===== src/rtl/bcd8_to_bin.sv =====
// Sequential packed-BCD to binary converter: one digit per clock, MSB digit first,
// with start/done handshake, sticky saturation and invalid-digit flag.
module bcd8_to_bin #(
  parameter int DIGITS = 8,
  parameter int OUT_W  = 11
) (
  input  logic                  clk,
  input  logic                  rst,
  input  logic                  start,
  input  logic [4*DIGITS-1:0]   bcd_in,
  output logic                  busy,
  output logic                  done,
  output logic [OUT_W-1:0]      bin_out,
  output logic                  overflow,
  output logic                  digit_err
);

  localparam int SR_W  = 4 * DIGITS;
  localparam int T_W   = OUT_W + 4;
  localparam int CNT_W = $clog2(DIGITS + 1);
  localparam logic [OUT_W-1:0] MAX_VAL = '1;

  typedef enum logic [1:0] {
    S_IDLE = 2'd0,
    S_CONV = 2'd1,
    S_DONE = 2'd2
  } state_t;

  state_t state_q, state_d;

  logic [SR_W-1:0]  sr_q, sr_d;
  logic [OUT_W-1:0] acc_q, acc_d;
  logic             ovf_q, ovf_d;
  logic             err_q, err_d;
  logic [CNT_W-1:0] cnt_q, cnt_d;

  logic [OUT_W-1:0] bin_out_q, bin_out_d;
  logic             overflow_q, overflow_d;
  logic             digit_err_q, digit_err_d;
  logic             done_q, done_d;

  logic [3:0]       top_nib;
  logic             top_bad;
  logic [T_W-1:0]   step_t;
  logic             step_ovf;

  function automatic logic [3:0] digit_val(input logic [3:0] d);
    return (d > 4'd9) ? 4'd0 : d;
  endfunction

  function automatic logic [T_W-1:0] mac10(input logic [OUT_W-1:0] acc,
                                           input logic [3:0]       d);
    return ({4'b0000, acc} * T_W'(10)) + T_W'(d);
  endfunction

  function automatic logic [OUT_W-1:0] saturate(input logic [T_W-1:0] t,
                                                input logic           ovf);
    return ovf ? MAX_VAL : t[OUT_W-1:0];
  endfunction

  // State register
  always_ff @(posedge clk or negedge rst) begin
    if (!rst) begin
      state_q <= S_IDLE;
    end else begin
      state_q <= state_d;
    end
  end

  // Next-state logic
  always_comb begin
    state_d = state_q;
    unique case (state_q)
      S_IDLE: if (start) state_d = S_CONV;
      S_CONV: if (cnt_q == CNT_W'(1)) state_d = S_DONE;
      S_DONE: state_d = S_IDLE;
      default: state_d = S_IDLE;
    endcase
  end

  // FSM outputs
  always_comb begin
    busy = 1'b0;
    if (state_q == S_CONV) busy = 1'b1;
  end

  assign top_nib  = sr_q[SR_W-1 -: 4];
  assign top_bad  = (top_nib > 4'd9);
  assign step_t   = mac10(acc_q, digit_val(top_nib));
  // Once saturated, later digits cannot bring the result back below the maximum.
  assign step_ovf = ovf_q | (step_t > T_W'(MAX_VAL));

  always_comb begin
    sr_d        = sr_q;
    acc_d       = acc_q;
    ovf_d       = ovf_q;
    err_d       = err_q;
    cnt_d       = cnt_q;
    bin_out_d   = bin_out_q;
    overflow_d  = overflow_q;
    digit_err_d = digit_err_q;
    done_d      = 1'b0;
    unique case (state_q)
      S_IDLE: begin
        if (start) begin
          sr_d  = bcd_in;
          acc_d = '0;
          ovf_d = 1'b0;
          err_d = 1'b0;
          cnt_d = CNT_W'(DIGITS);
        end
      end
      S_CONV: begin
        sr_d  = {sr_q[SR_W-5:0], 4'b0000};
        err_d = err_q | top_bad;
        ovf_d = step_ovf;
        acc_d = saturate(step_t, step_ovf);
        cnt_d = cnt_q - CNT_W'(1);
      end
      S_DONE: begin
        bin_out_d   = acc_q;
        overflow_d  = ovf_q;
        digit_err_d = err_q;
        done_d      = 1'b1;
      end
      default: ;
    endcase
  end

  always_ff @(posedge clk or negedge rst) begin
    if (!rst) begin
      sr_q        <= '0;
      acc_q       <= '0;
      ovf_q       <= 1'b0;
      err_q       <= 1'b0;
      cnt_q       <= '0;
      bin_out_q   <= '0;
      overflow_q  <= 1'b0;
      digit_err_q <= 1'b0;
      done_q      <= 1'b0;
    end else begin
      sr_q        <= sr_d;
      acc_q       <= acc_d;
      ovf_q       <= ovf_d;
      err_q       <= err_d;
      cnt_q       <= cnt_d;
      bin_out_q   <= bin_out_d;
      overflow_q  <= overflow_d;
      digit_err_q <= digit_err_d;
      done_q      <= done_d;
    end
  end

  assign done      = done_q;
  assign bin_out   = bin_out_q;
  assign overflow  = overflow_q;
  assign digit_err = digit_err_q;

endmodule


===== config.mk =====
export PLATFORM = sky130hd
export DESIGN_NAME = bcd8_to_bin
export DESIGN_NICKNAME = d
export VERILOG_FILES = /design/src/rtl/bcd8_to_bin.sv
export SDC_FILE = /design/constraint.sdc
export NUM_CORES = 1
export LEC_CHECK = 0
export BUFFER_PORTS_ARGS = -buffer_cell sky130_fd_sc_hd__buf_2
export CORE_ASPECT_RATIO = 1.4
export CORE_UTILIZATION = 55
export DETAILED_ROUTE_END_ITERATION = 12
export PLACE_DENSITY_LB_ADDON = 0.15
export SYNTH_ARGS = -nofsm -noshare
export SYNTH_HDL_FRONTEND = slang
export SYNTH_SLANG_ARGS = --single-unit

===== constraint.sdc =====
create_clock -name clk -period 9.1 [get_ports clk]
set_input_delay 0.91 -clock clk [delete_from_list [all_inputs] [get_ports clk]]
set_output_delay 0.91 -clock clk [all_outputs]
set_load 0.005 [all_outputs]

# After elaboration in Yosys (flattened, before gate mapping)
# Index checks and enable logic that the tools add are counted.
[classes]
n_addsub = 2
multipliers = 1
magnitude_cmp = 2
eq_ne = 5
n_mux = 16
bitwise_logic = 2
n_reduce_logical = 4
[ops]
columns = ["op", "count"]
rows = [
  ["32-bit case mux with 2 select lines", 1],
  ["32-bit 2-to-1 mux", 1],
  ["11-bit 2-to-1 mux", 2],
  ["11-bit case mux with 2 select lines", 1],
  ["15-bit by 4-bit adder with 15-bit output", 1],
  ["15-bit by 11-bit > comparator with 1-bit output (second input constant)", 1],
  ["11-bit by 3-bit multiplier with 14-bit output (second input constant)", 1],
  ["4-bit 2-to-1 mux", 2],
  ["4-bit case mux with 2 select lines", 1],
  ["4-bit by 1-bit == test with 1-bit output (second input constant)", 1],
  ["4-bit > comparator (second input constant)", 1],
  ["2-bit 2-to-1 mux", 2],
  ["2-bit != test (second input constant)", 2],
  ["1-bit case mux with 2 select lines", 2],
  ["2-bit case mux with 2 select lines", 1],
  ["2-bit AND reduction", 2],
  ["4-bit by 1-bit subtractor with 4-bit output (second input constant)", 1],
  ["1-bit 2-to-1 mux", 3],
  ["2-bit by 1-bit == test with 1-bit output (second input constant)", 1],
  ["2-bit == test (second input constant)", 1],
  ["2-bit logical NOT", 1],
  ["1-bit OR", 2],
  ["2-bit nonzero test", 1],
]
[word_totals]
reg_bits = 65
input_bits = 35
wordCells = 42

# Logic depth before layout (Yosys ltp)
[logic_depth]
depth_word = 7
mapped_depth = 10
depth_no_buf = 10

# Worst setup path after synthesis
# Ideal clock, no wire load.
[synth_timing]
kind = "reg-to-reg"
start = "reg acc_q[1]"
end = "reg acc_q[1]"
setup_time_ns = 0.132
t_arrival_ns = 2.895
required_ns = 8.968
slack_ns = 6.073
path_stages_with_launch = 11
path_buffers = 0
synth_period_minus_slack_ns = 3.027
cell_sequence = "dfrtp_1 ha_1 ha_1 fa_1 a211oi_2 o32ai_1 and4bb_1 nand3_1 mux2_4 nor3b_4 a21oi_1"
[synth_via]
elab_chain_cells = 6
[synth_lines]
columns = ["item", "line_no", "text"]
rows = [
  ["start: declaration", "32", "logic [OUT_W-1:0] acc_q, acc_d;"],
  ["start signal: assignment", "133", "acc_q <= '0;"],
  ["start signal: assignment", "143", "acc_q <= acc_d;"],
  ["11-bit by 3-bit multiplier with 14-bit output", "53", "return ({4'b0000, acc} * T_W'(10)) + T_W'(d);"],
  ["15-bit by 4-bit adder with 15-bit output", "53", ""],
  ["15-bit by 11-bit > comparator with 1-bit output", "91", "assign step_ovf = ovf_q | (step_t > T_W'(MAX_VAL));"],
  ["1-bit OR", "91", ""],
  ["11-bit 2-to-1 mux", "58", "return ovf ? MAX_VAL : t[OUT_W-1:0];"],
  ["11-bit case mux with 2 select lines", "103", "unique case (state_q)"],
]
# No other way between the ends.
# A chain may end at the register's enable or synchronous reset.

# Worst setup path after layout
[layout_timing]
start = "reg acc_q[1]"
end = "reg acc_q[4]"
[layout_via]
elab_chain_cells = 6
[layout_lines]
columns = ["item", "line_no"]
rows = [
  ["11-bit by 3-bit multiplier with 14-bit output (*)", "53"],
  ["15-bit by 4-bit adder with 15-bit output (*)", "53"],
  ["15-bit by 11-bit > comparator with 1-bit output", "91"],
  ["1-bit OR", "91"],
  ["11-bit 2-to-1 mux (*)", "58"],
  ["11-bit case mux with 2 select lines (*)", "103"],
]
# Every way passes the cells marked *; elsewhere a longest branch is shown, timed or not.

==> metrics <==
crit-path max FO 8; Setup violations, final 0; worst vdd ir 0.186 mV; Arr. time, crit path 3.56 ns; clk sinks 65; unrepaired setup endpoints after global routing false; WL final 7.25 mm; # diodes 0; Avg Synthesized Cell Area 9.28 sq um; Crit path required time 9.30 ns; GRT met3 Usage 4.17%; Final Max Tran Viols 0; setup TNS 0 ns; Post-CTS Hold Buffers 0; drt first pass iters 5; clock latency on the worst-skew pair 0.34 ns; register area share after synthesis 46.2%; worst min path class reg2reg; CTS tree yes; Finished Cell Area 4010 sq um; startpoint types flop; DRC Markers 0; Final nets 485; most used routing layer met2; RR Startpoint acc_q[1]$_DFFE_PN0P_; Routed wire per std cell 14.5 um; DRT iter0 DRCs 105; most used cell, CP ha_1; post-route minimum period 3.35 ns; Worst Setup End Kind flop; Die Ht 96.6 um; Worst-Margin Slew 0.817 ns; first-pass GRT wire length 12.4 mm; Core Area 6210 sq um; port bufs 49; Max Cap Viol 0; final hold vios 0; overall routing resource usage 23.4%; vias per inst 5.71; Die W 69.6 um; reg2reg setup slack 5.75 ns; area post-placement 3820 sq um; Crit-path slowest cell dfrtp_1; post-synthesis register bit count 65; RR Endpoint acc_q[4]$_DFFE_PN0P_; pwr dens 446 nW/um^2; Cells after Synth 379; GPL Wtd Cong 0.886; DP HPWL 5.18 mm; Initial Util 56.6%; final worst-path cycle share 36.9%; Ys Warns 0; Setup crit end acc_q[4]$_DFFE_PN0P_; post-cts sizing count 0; CP Cell Sequence ha_1, ha_1, fa_1, xor2_1, o2111ai_1, and4bb_1, nand3_1, mux2_4, nor3b_4, a21oi_1; skew final 0.0101 ns; vias in the first global route 2811; clock buffer depth 2; via count 2862; largest net degree at the start of global routing 66; Max-slew headroom 45.5%; Post-DRT Antenna Nets 0; Rows 34; crit path from acc_q[1]$_DFFE_PN0P_; R2R cell count 10; H-tree levels 3; Post-Syn Area 3520 sq um; GRT Residual Overflow 0; postcts setup bufs 0; die area 6720 sq um; Clk Tree Root Cell clkbuf_8; Netlist cell types 42; Reg clk slew, reported paths 0.08 ns; status finished, final reports clean; # IOs 50; met2 Use GR 39.7%; Pleak 1.86 nW; Synth-to-Final Area Change 14.1%; fmax 0.298 GHz; worst setup path category reg2reg; met1 usage 28.1%; final-layout fill cell count 534; layout cells sized above 1 20.7%; initial antenna violation count 0; Num CTS Buffers 9; CP max stage delay 0.45 ns; syn_nets 439
-- kinds of logic (layout without fill, tap and decap cells) --
group                    count (synthesis)  count (layout)  share of synthesized area, %
AND/OR/NAND/NOR                        144             144                          18.0
adder cells (fa/ha/maj)                 25              25                          9.32
AO/OA/AOI/OAI                           91              91                          15.8
flip-flops                              65              65                          46.2
multiplexers                            14              14                          4.59
XOR/XNOR                                12              12                          2.99
buffers and inverters                   28              78                          2.99
-- report_power, final --
part / switching, W / internal (W) / total [W]
clock network: 0.000117 / 0.000126 / 0.000242
registers: 0.0000841 / 0.000406 / 0.000491
logic: 0.000607 / 0.000451 / 0.00106
total: 0.000807 / 0.000983 / 0.00179
-- cell type report --
class | count | area, sq um | share of cell area, %
Clock buffer | 9 | 124 | 3.09
Clock inverter | 6 | 70.1 | 1.75
Inverter | 10 | 37.5 | 0.935
Multi-Input combinational cell | 286 | 1790 | 44.6
Sequential cell | 65 | 1630 | 40.5
Tap cell | 72 | 90.1 | 2.24
Timing Repair Buffer | 53 | 275 | 6.86
-- stage by stage --
stage	instances	total power (W)	setup slack, ns	util [%]	hold slack (ns)
finish	501	0.00179	5.75	64.6	0.499
detailed placement	486	0.00155	5.77	61.5	0.482
CTS	501	0.00180	5.75	64.6	0.503
global placement	486	0.00152	5.83	61.5	0.480
global route	501	0.00196	5.56	64.6	0.526
floorplan	379	0.00131	6.07	-	0.452
-- worst max-delay path, delay by kind of cell, from the launching register on --
kind / cells / cell delay (ns)
AOI/OAI and AO/OA: 2 / 0.32
adders and majority gates: 3 / 0.97
DFF: 1 / 0.45
muxes: 1 / 0.36
and+or+nand+nor: 3 / 0.83
xor gates and xnor gates: 1 / 0.28
-- state kept, by name (all words and copies together), names as in the netlist --
signal and cells:
sr_q 32, acc_q 11, bin_out 11, cnt_q 4, state_q 2, digit_err 1
done 1, err_q 1, overflow 1, ovf_q 1
-- Yosys cell counts (all sizes together) --
cell	instances	share of area [%]
nor3	2	0.28
o21bai	1	0.21
nor2	38	4.1
a21o	2	0.43
o211a	1	0.28
a221o	1	0.28
a21oi	25	3.6
xnor2	6	1.5
nor2b	8	1.4
or2	1	0.18
nand2	74	7.9
o31ai	2	0.43
and3	1	0.18
and2	2	0.36
dfrtp	65	46
mux2	14	4.6
a31oi	29	5.2
buf	2	0.21
nand4b	1	0.25
nand3b	1	0.21
o221ai	1	0.25
a211o	1	0.25
xor2	6	1.5
nor3b	3	0.96
o32ai	1	0.25
o21a	1	0.21
o2111ai	3	0.75
o21ai	20	2.8
a211oi	2	0.71
ha	23	8.2
fa	2	1.1
nand3	7	1.0
clkbuf	16	1.7
o211ai	1	0.21
or3	1	0.18
and4bb	1	0.36
inv	10	1.1
nand4	1	0.18
nand2b	3	0.53
-- worst min path at each step --
stage | endpoint | slack [ns] | start | depth (start not counted)
6_report | err_q$_DFFE_PN0P_ | 0.50 | err_q$_DFFE_PN0P_ | 2
3_5_place_dp | err_q$_DFFE_PN0P_ | 0.48 | err_q$_DFFE_PN0P_ | 2
5_1_grt | err_q$_DFFE_PN0P_ | 0.53 | err_q$_DFFE_PN0P_ | 2
4_1_cts | err_q$_DFFE_PN0P_ | 0.50 | err_q$_DFFE_PN0P_ | 2
3_3_place_gp | err_q$_DFFE_PN0P_ | 0.48 | err_q$_DFFE_PN0P_ | 2
2_1_floorplan | err_q$_DFFE_PN0P_ | 0.45 | err_q$_DFFE_PN0P_ | 2
-- layer usage --
metal | vias up | part of all wire (%)
met3 | 19 | 3.2
met1 | 1378 | 43
li1 | 1409 | -
met2 | 56 | 51
met5 | - | 0
met4 | 0 | 2.8
-- cell usage in the layout, fill, tap and decap left out, types with 7 or more instances in the layout --
| cell type | Yosys | routed |
|---|---|---|
| nor2b_1 | 8 | 7 |
| a21oi_1 | 25 | 25 |
| mux2_2 | 13 | 13 |
| dfrtp_1 | 65 | 65 |
| inv_1 | 9 | 9 |
| nand3_1 | 7 | 7 |
| nand2_1 | 74 | 74 |
| a31oi_1 | 29 | 29 |
| nor2_1 | 38 | 38 |
| ha_1 | 23 | 23 |
| o21ai_0 | 20 | 20 |
| clkbuf_8 | 0 | 9 |
| buf_2 | 0 | 49 |
Power figures use the tool's default switching activity.
